[src/rtl/i2s_tx.sv]
// i2s_tx: serializes mono samples as a standard I2S stream (BCLK, LRCLK, SD) from the DSP clock.
// Build option I2S_TX_UNDERRUN_MUTE_EN: send a silent frame on underrun instead of repeating the last sample.
module i2s_tx #(
    parameter int unsigned PKT_WIDTH  = 16,
    parameter int unsigned SLOT_WIDTH = 32,
    parameter int unsigned BCLK_DIV   = 4
) (
    input  logic                        clk,
    input  logic                        rst,
    input  logic signed [PKT_WIDTH-1:0] pkt_i,
    input  logic                        pkt_valid_i,
    output logic                        pkt_ready_o,
    output logic                        bclk_o,
    output logic                        lrclk_o,
    output logic                        sd_o,
    output logic                        underrun_o
);

    localparam int unsigned FRAME_BITS = 2 * SLOT_WIDTH;
    localparam int unsigned BIT_W      = $clog2(FRAME_BITS);
    localparam int unsigned SLOT_IDX_W = (SLOT_WIDTH > 1) ? $clog2(SLOT_WIDTH) : 1;
    localparam int unsigned DIV_W      = (BCLK_DIV > 1) ? $clog2(BCLK_DIV) : 1;

    localparam logic [BIT_W-1:0] BIT_LAST = BIT_W'(FRAME_BITS - 1);
    localparam logic [BIT_W-1:0] SLOT_LEN = BIT_W'(SLOT_WIDTH);
    localparam logic [DIV_W-1:0] DIV_LAST = DIV_W'(BCLK_DIV - 1);

    logic [DIV_W-1:0]      div_cnt;
    logic [BIT_W-1:0]      bit_cnt;
    logic [PKT_WIDTH-1:0]  hold;
    logic [PKT_WIDTH-1:0]  shadow;
    logic                  hold_full;

    logic                  div_tc;
    logic                  fall_evt;
    logic                  bit_wrap;
    logic                  frame_start;
    logic                  accept;
    logic [BIT_W-1:0]      bit_nxt;
    logic [BIT_W-1:0]      slot_pos;
    logic [SLOT_IDX_W-1:0] slot_idx;
    logic                  lrclk_nxt;
    logic                  sd_nxt;
    logic [PKT_WIDTH-1:0]  shadow_nxt;
    logic [SLOT_WIDTH-1:0] slot_bits;

    assign hold_full = !pkt_ready_o;

    // Divider / bit-counter decode and the shadow value seen by this fall event
    always_comb begin
        div_tc      = (div_cnt == DIV_LAST);
        fall_evt    = div_tc && bclk_o;
        bit_wrap    = (bit_cnt == BIT_LAST);
        bit_nxt     = bit_wrap ? '0 : bit_cnt + BIT_W'(1);
        frame_start = fall_evt && bit_wrap;
        accept      = pkt_valid_i && pkt_ready_o;
        lrclk_nxt   = (bit_nxt >= SLOT_LEN);
        slot_pos    = lrclk_nxt ? (bit_nxt - SLOT_LEN) : bit_nxt;
        slot_idx    = SLOT_IDX_W'(slot_pos);

        shadow_nxt = shadow;
        if (frame_start) begin
            if (hold_full) begin
                shadow_nxt = hold;
            end
`ifdef I2S_TX_UNDERRUN_MUTE_EN
            else begin
                shadow_nxt = '0;
            end
`endif
        end
    end

    // Slot bit map: position 0 is the one-BCLK I2S delay, MSB goes out at position 1
    for (genvar p = 0; p < SLOT_WIDTH; p++) begin : g_slot
        if ((p >= 1) && (p <= PKT_WIDTH)) begin : g_data
            assign slot_bits[p] = shadow_nxt[PKT_WIDTH-p];
        end else begin : g_pad
            assign slot_bits[p] = 1'b0;
        end
    end

    assign sd_nxt = slot_bits[slot_idx];

    always_ff @(posedge clk) begin
        if (rst) begin
            div_cnt     <= '0;
            bit_cnt     <= BIT_LAST;
            bclk_o      <= 1'b0;
            lrclk_o     <= 1'b0;
            sd_o        <= 1'b0;
            underrun_o  <= 1'b0;
            pkt_ready_o <= 1'b1;
            hold        <= '0;
            shadow      <= '0;
        end else begin
            if (div_tc) begin
                div_cnt <= '0;
                bclk_o  <= !bclk_o;
            end else begin
                div_cnt <= div_cnt + DIV_W'(1);
            end

            underrun_o <= frame_start && !hold_full;

            if (fall_evt) begin
                bit_cnt <= bit_nxt;
                lrclk_o <= lrclk_nxt;
                sd_o    <= sd_nxt;
                shadow  <= shadow_nxt;
            end

            // Accept and frame-start load are exclusive: accept needs an empty hold
            if (frame_start && hold_full) begin
                pkt_ready_o <= 1'b1;
            end else if (accept) begin
                hold        <= pkt_i;
                pkt_ready_o <= 1'b0;
            end
        end
    end

endmodule

[config.mk]
export PLATFORM = sky130hd
export DESIGN_NAME = i2s_tx
export DESIGN_NICKNAME = d
export VERILOG_FILES = /design/src/rtl/i2s_tx.sv
export SDC_FILE = /design/constraint.sdc
export NUM_CORES = 1
export LEC_CHECK = 0
export CORE_UTILIZATION = 55
export DETAILED_ROUTE_END_ITERATION = 10
export GPL_TIMING_DRIVEN = 0
export PLACE_DENSITY_LB_ADDON = 0.1
export SLEW_MARGIN = 20
export SYNTH_ARGS = -nofsm -noshare
export SYNTH_HDL_FRONTEND = slang
export SYNTH_SLANG_ARGS = --single-unit
[constraint.sdc]
create_clock -name clk -period 2.3 [get_ports clk]
set_clock_uncertainty 0.15 [all_clocks]
set_input_delay 0.345 -clock clk [delete_from_list [all_inputs] [get_ports clk]]
set_output_delay 0.345 -clock clk [all_outputs]
set_load 0.01 [all_outputs]
; ---- Word level (Yosys, flattened, before mapping)
; Cells that the tools add are included.
[word_totals]
regBits = 45
latch_bits = 0
ramBits = 0
romBits = 0
input_bits = 19
out_inout_bits = 5
elab_cells = 33
n_memories = 0
[op_classes]
add_sub_neg = 3
multipliers = 0
div_mod_pow = 0
order_cmp = 2
eq_ne = 2
shifts = 0
n_mux = 6
bitwise = 1
reduce_logical = 10
[op_table]
columns = operator, n
row1 = $mux 16, 2
row2 = $add 6x1->6 const B, 1
row3 = $eq 6x6->1 const B, 1
row4 = $ge 6x6->1 const B, 1
row5 = $lt 5x6->1 const B, 1
row6 = $mux 6, 1
row7 = $bmux 1 s5, 1
row8 = $logic_and 1x1->1, 5
row9 = $mux 5, 1
row10 = $sub 5x1->5 const B, 1
row11 = $reduce_or 2->1, 2
row12 = $add 2x1->2 const B, 1
row13 = $eq 2x2->1 const B, 1
row14 = $logic_not 1->1, 2
row15 = $reduce_and 2->1, 1
row16 = $mux 1, 1
row17 = $not 1->1, 1

; ---- Depth between registers and ports, before layout
; Gate-level depths: netlist of the first run.
[logic_depth]
ltp_word = 6
mapped_depth = 9
mapped_depth_nobuf = 7

; ---- Worst setup path before layout of the first run
; Ideal clock, no wire load.
[synth_timing]
path_kind = register to register
from = register bit_cnt[1]
to = register sd_o
setup_ns = 0.067
t_arrival_ns = 1.718
required_time_ns = 2.083
setup_slack_ns = 0.365
path_stages_with_launch = 9
path_buffers = 2
synth_period_minus_slack_ns = 1.935
path_cell_list = dfxtp_1 > ha_1 > buf_2 > buf_1 > nand2_1 > a21oi_1 > o21ai_0 > a221o_1 > o21ai_2
[synth_via]
elab_chain_len = 6
elab_cells_between_ends = 10
cone_classes = add/sub: 2 / order compare: 1 / eq/ne: 1 / mux: 5 / reduce/logical: 1
[synth_lines]
columns = item, line
row1 = from (decl), 29  ; logic [BIT_W-1:0] bit_cnt;
row2 = from (signal assigned), 107  ; bit_cnt <= bit_nxt;
row3 = $add 6x1->6 or $eq 6x6->1 (tied branches), "54, 53"
row4 = $mux 6 (*), 54  ; bit_nxt = bit_wrap ? '0 : bit_cnt + BIT_W'(1);
row5 = named net bit_nxt[1], 39  ; logic [BIT_W-1:0] bit_nxt;
row6 = $sub 5x1->5 or $ge 6x6->1 (tied branches), "58, 57"
row7 = $mux 5 (*), 58  ; slot_pos = lrclk_nxt ? (bit_nxt - SLOT_LEN) : bit_nxt;
row8 = $bmux 1 s5 (*), 83  ; assign sd_nxt = slot_bits[slot_idx];
row9 = $mux 1 (not written as such) (*), 83
row10 = to (signal assigned), 109  ; sd_o <= sd_nxt;
row11 = to (decl), 15  ; output logic sd_o,
; The timed path passes the listed nets; every way through them passes the cells marked *. The select of a mux whose other input is x is not followed.
; A chain may end at the register's enable or synchronous reset.

; ---- Worst setup path in the final report of the first run
[layout_timing]
from = register div_cnt[0]
to = register sd_o
[layout_via]
elab_chain_len = 6
[layout_lines]
columns = item, line
row1 = from (decl), 28  ; logic [DIV_W-1:0] div_cnt;
row2 = from (signal assigned), 101  ; div_cnt <= div_cnt + DIV_W'(1);
row3 = $eq 2x2->1 (*), 51  ; div_tc = (div_cnt == DIV_LAST);
row4 = $logic_and 1x1->1 (*), 52  ; fall_evt = div_tc && bclk_o;
row5 = $logic_and 1x1->1, 55  ; frame_start = fall_evt && bit_wrap;
row6 = $mux 16, 62  ; if (frame_start) begin
row7 = $bmux 1 s5, 83
row8 = $mux 1 (not written as such), 83
; Every way passes the cells marked *; elsewhere a longest branch is shown, timed or not. The select of a mux whose other input is x is not followed.

==> impl_metrics.json, run 1 <==
{
  "async_flop_share": 0,
  "cts_tree": "yes",
  "gp_congestion": 0.880,
  "relSlewSlack": 0.640,
  "drt_iter0_drc": 107,
  "p_total_mw": 1.43,
  "arrival_ps": 2270,
  "use_met3": 0.0547,
  "r2r-start": "div_cnt[0]",
  "required_ps": 2340,
  "peakVddDrop_mv": 0.463,
  "grt_pass1_wl_mm": 7.72,
  "grt_max_degree": 13,
  "hold_violations": 0,
  "clk_path_buf_depth": 2,
  "tightestPinTransition_ps": 540,
  "synth.avg_cell_area_um2": 7.77,
  "netlist-cell-type-count": 45,
  "core_area_mm2": 0.00344,
  "yosysWarnings": 0,
  "htreeDepth": 2,
  "viasPerCell": 5.49,
  "die_w_um": 62.8,
  "r2r_slack_ps": 70,
  "dr.pass1.iters": 6,
  "wl_mm": 4.55,
  "final.setup.tns_ps": 0,
  "post-route-period-util": 0.969,
  "critical_path.max_fanout": 10,
  "timing.rr.end": "sd_o",
  "final_util": 0.703,
  "cts_root_buffer": "clkbuf_8",
  "final_nets": 313,
  "die_y_um": 62.8,
  "io_buffer_count": 23,
  "post_drt_wl_per_cell_um": 13.5,
  "cts.clk_slew.worst_paths_ps": 80,
  "final_antenna_net_count": 0,
  "synth_sequential_area_ratio": 0.443,
  "hold_depth": 1,
  "timing_worst_setup_path_type": "flop to flop",
  "drive_gt1_frac": 0.0788,
  "clock_sinks": 45,
  "synthTopCellsByCount": "nand2_1, dfxtp_1, a21oi_1, nor2_1, clkbuf_1",
  "hp-start": "div_cnt[0]",
  "syn_inst": 262,
  "maxCapViolCount": 0,
  "grt_pass1_vias": 1712,
  "use_met1": 0.321,
  "netlist_area_mm2": 0.00203,
  "antenna_found_initial": 0,
  "synth_seq_cells": 45,
  "ys.flop_type": "dfxtp_1",
  "rows": 21,
  "cts_made_buffers": 5,
  "drc_errors": 0,
  "ys_top_cells_by_area": "dfxtp_1, nand2_1, a21oi_1, nand3_1, nor2_1",
  "end_kind": "flop",
  "clock.fmax_ghz": 0.449,
  "hold_path_class": "flop to flop",
  "synth_most_common_cell": "nand2_1",
  "hpwl_mm": 3.25,
  "die-area_mm2": 0.00395,
  "setup_viol": 0,
  "grt_busiest_layer": "met2",
  "start_kind": "flop",
  "status": "finished clean",
  "rr_worst_depth": 9,
  "overflow": 0,
  "p_per_area_mw_per_mm2": 589,
  "start_util": 0.591,
  "n_antenna_cell": 0,
  "track_usage": 0.251,
  "use_met2": 0.413,
  "vias": 1857,
  "area_growth_pct": 19.0,
  "p_leak_nw": 0.862,
  "synthDominantCellAreaShare": 0.443,
  "synth-edff-count": 0,
  "finalCriticalPeriod_ps": 2230,
  "slew_viol_final": 0,
  "synthesis.nets": 283,
  "clock_latency_ps": 300,
  "synth_top_area_cell": "dfxtp_1",
  "min_to": "div_cnt[0]",
  "io_pins": 24
}
## flip-flops by register name, indices dropped and copies added (netlist names)
register and count:
sd_o 1, bclk_o 1, bit_cnt 6, lrclk_o 1, div_cnt 2, shadow 16, pkt_ready_o 1, hold 16
underrun_o 1
## where the power goes
part           leakage (nW)  total [mW]  switching, mW  internal (mW)
Clock                0.0443       0.484          0.246          0.238
Sequential            0.366       0.820         0.0176          0.803
Combinational         0.451       0.122         0.0615         0.0604
Total                 0.862        1.43          0.325           1.10
## cells by family (layout without fill, tap and decap cells)
group | count (synthesis) | count (layout) | synth area share
fa+ha+maj | 2 | 2 | 0.0123
simple gates | 123 | 123 | 0.277
xor+xnor | 7 | 7 | 0.0301
mux | 2 | 2 | 0.00984
flops | 45 | 45 | 0.443
compound gates | 61 | 61 | 0.179
buf+inv | 22 | 52 | 0.0492
## placed cells by master (no fill, tap or decap), types with 5 or more instances in the layout
cell             instances
nor3_1                   6
clkbuf_1                10
dfxtp_1                 45
clkbuf_8                 6
nand3_1                  9
nand2_1                 75
clkdlybuf4s50_1         23
o21ai_0                  5
nor2_1                  11
a21oi_1                 36
## metal layers
| metal | routed length, µm | vias to the layer above |
|---|---|---|
| met1 | 2190 | 874 |
| met2 | 2180 | 27 |
| met3 | 124 | 6 |
| li1 | - | 950 |
| met5 | 0 | - |
| met4 | 49 | 0 |
## layout make-up
type | instances | area, µm²
Clock buffer | 7 | 86.3
Inverter | 2 | 7.51
Multi-Input combinational cell | 195 | 1040
Buffer | 20 | 97.6
Fill cell | 314 | 1020
Tap cell | 46 | 57.6
Sequential cell | 45 | 901
Timing Repair Buffer | 23 | 230
## what timing repair did
item | CTS | global route
hold buffers | 0 | 0
gates resized for setup | 0 | 6
setup endpoints to repair | 0 | 3
buffers inserted | 0 | 0
## how the worst max path moves through the flow
stage,startpoint,to,slack (ps),cells past startpoint
after global placement,bit_cnt[1],sd_o,70,8
after CTS,bit_cnt[1],sd_o,30,8
after floorplan,bit_cnt[1],sd_o,370,8
after detailed placement,bit_cnt[1],sd_o,50,8
final,div_cnt[0],sd_o,70,9
after global routing,div_cnt[0],sd_o,-30,9
## through the flow
step	std cells	setup slack (ps)	instance area [µm²]	hold slack, ps
after detailed placement	331	48.0	2320	296
final	338	70.4	2420	301
after CTS	338	32.8	2410	307
after global placement	331	65.3	2320	270
after global routing	338	-28.6	2420	325
after floorplan	262	365	2030	254
## critical path, cell delays in order (launching register included)
cell and delay [ps]:
dfxtp_1 350, ha_1 140, buf_2 170, nand3_1 190, nor3_2 210, clkbuf_4 260, mux2i_1 270, nor3_1 90
a31oi_1 220, o21ai_2 80
Power figures use the tool's default switching activity.
==> run 2: changes to the inputs <==
- PLACE_DENSITY_LB_ADDON: 0.1 -> 0.05
- SLEW_MARGIN: 20 -> 10
==> run 2 against run 1 <==
Register-to-register slack improved by 120 ps. Wire length fell by 5.9%. Die area did not move. Critical path depth did not move. Critical endpoint unchanged.
==> impl_metrics.json, run 2 (synthesis gave the netlist of run 1 again) <==
{
  "htreeDepth": 2,
  "hold_ws_ps": 284,
  "n_antenna_cell": 0,
  "final_antenna_net_count": 0,
  "drt_iter0_drc": 89,
  "post_drt_wl_per_cell_um": 12.6,
  "final.setup.tns_ps": 0,
  "dr.pass1.iters": 4,
  "antenna_found_initial": 0,
  "viasPerCell": 5.45,
  "hp-start": "div_cnt[0]",
  "drive_gt1_frac": 0.0785,
  "gp_congestion": 0.909,
  "wl_mm": 4.28,
  "timing.rr.end": "sd_o",
  "grt_max_degree": 14,
  "hpwl_mm": 3.09,
  "hold_path_class": "flop to flop",
  "crit_slowest_cell": "or3_4",
  "r2r-start": "div_cnt[0]",
  "track_usage": 0.241,
  "rr_worst_depth": 9,
  "hold_depth": 1,
  "cts.clk_slew.worst_paths_ps": 90,
  "required_ps": 2390,
  "maxCapViolCount": 0,
  "end_kind": "flop",
  "finalCriticalPeriod_ps": 2110,
  "cts_tree": "yes",
  "arrival_ps": 2200,
  "vias": 1846,
  "rows": 21,
  "die_y_um": 62.8,
  "io_pins": 24,
  "path_delay_family": "simple AND/OR/NAND/NOR gates",
  "relSlewSlack": 0.632,
  "area_growth_pct": 20.4,
  "start_util": 0.591,
  "core_area_mm2": 0.00344,
  "max_stage_delay_ps": 380,
  "peakVddDrop_mv": 0.531,
  "cts_root_buffer": "clkbuf_8",
  "path_buf_inv": 2,
  "cts_made_buffers": 5,
  "tightestPinTransition_ps": 553,
  "critical_path.max_fanout": 10,
  "r2r_slack_ps": 190,
  "die_w_um": 62.8,
  "clock.fmax_ghz": 0.473,
  "overflow": 0,
  "layout_commonest_cell": "nand2_1",
  "post-route-period-util": 0.919,
  "rsz0062_at_grt": "no",
  "clock_sinks": 45,
  "crit_chain": "ha_1 > buf_2 > nand3_1 > or3_4 > buf_6 > nand4b_2 > a32oi_1 > a221o_1 > o21ai_2",
  "timing_worst_setup_path_type": "flop to flop",
  "setup_viol": 0,
  "slew_viol_final": 0,
  "drc_errors": 0,
  "n_fill_cell": 305,
  "min_to": "div_cnt[0]",
  "clock_latency_ps": 290,
  "final_nets": 313,
  "die-area_mm2": 0.00395,
  "start_kind": "flop",
  "hold_buffers": 0,
  "layout_setup_ws_ps": 186,
  "layout_common_cells": "nand2_1, dfxtp_1, a21oi_1",
  "grt_pass1_vias": 1666,
  "clk_path_buf_depth": 2,
  "io_buffer_count": 23,
  "hold_violations": 0,
  "pre_cts_ws_ps": 84.7,
  "p_per_area_mw_per_mm2": 636,
  "largestRegisters": "hold (16), shadow (16), bit_cnt (6)",
  "status": "finished clean",
  "grt_pass1_wl_mm": 7.57,
  "p_leak_nw": 0.875
}
[run 2: cell types whose count changed in the layout (fill, tap and decap cells not counted), sizes merged]
cell    delta
bufinv     +1
[run 2: how the worst max path moves through the flow]
stage / from / to / slack (ps) / depth (start not counted)
final: div_cnt[0] / sd_o / 190 / 9
after global routing: div_cnt[0] / sd_o / 10 / 9
after CTS: bit_cnt[1] / sd_o / 60 / 8
after detailed placement: bit_cnt[1] / sd_o / 80 / 8
after global placement: bit_cnt[1] / sd_o / 100 / 8
after floorplan: bit_cnt[1] / sd_o / 370 / 8
[run 2: final cells by class]
type,instances,area (µm²),share of cell area
buffer,20,97.6,0.0399
clock buffer,7,86.3,0.0353
clock inverter,1,30.0,0.0123
inverter,2,7.51,0.00307
multi-input combinational,195,1040,0.424
sequential,45,901,0.368
tap,46,57.6,0.0235
timing repair buffer,23,230,0.0940
[run 2: through the flow]
stage	instances	util	power, mW	instance area, µm²
2_1_floorplan	262	-	0.901	2030
3_5_place_dp	331	0.675	0.960	2320
6_report	339	0.711	1.56	2450
5_1_grt	339	0.711	1.61	2450
4_1_cts	339	0.708	1.56	2440
3_3_place_gp	331	0.675	0.955	2320
[run 2: layer usage]
| metal | track usage | vias to the layer above | share of wire |
|---|---|---|---|
| met5 | 0 | - | 0 |
| met4 | 0.0814 | 0 | 0.018 |
| met3 | 0.0438 | 8 | 0.028 |
| met2 | 0.382 | 34 | 0.46 |
| met1 | 0.328 | 852 | 0.49 |
| li1 | - | 952 | - |
[run 2: report_power, final]
group / switching (mW) / internal, mW / leakage, nW
logic: 0.0604 / 0.0603 / 0.450
clock network: 0.262 / 0.354 / 0.0585
registers: 0.0177 / 0.803 / 0.366
total: 0.340 / 1.22 / 0.875
[run 2: worst register-to-register path, cell delays in order, from the launching register on]
cell and delay [ps]:
dfxtp_1 340, ha_1 140, buf_2 170, nand3_1 170, or3_4 380, buf_6 150, nand4b_2 70, a32oi_1 90
a221o_1 290, o21ai_2 100
[run 2: repair_timing]
action | in CTS | in global routing
hold endpoints to repair | 0 | 0
setup buffers | 0 | 0
endpoints found under the setup margin | 0 | 1
gates resized for setup | 0 | 5
==> run 3: changes to the inputs <==
- TNS_END_PERCENT: not set -> 1
==> results of run 3 <==
No change in the layout: final DEF, timing and power equal those of run 2.
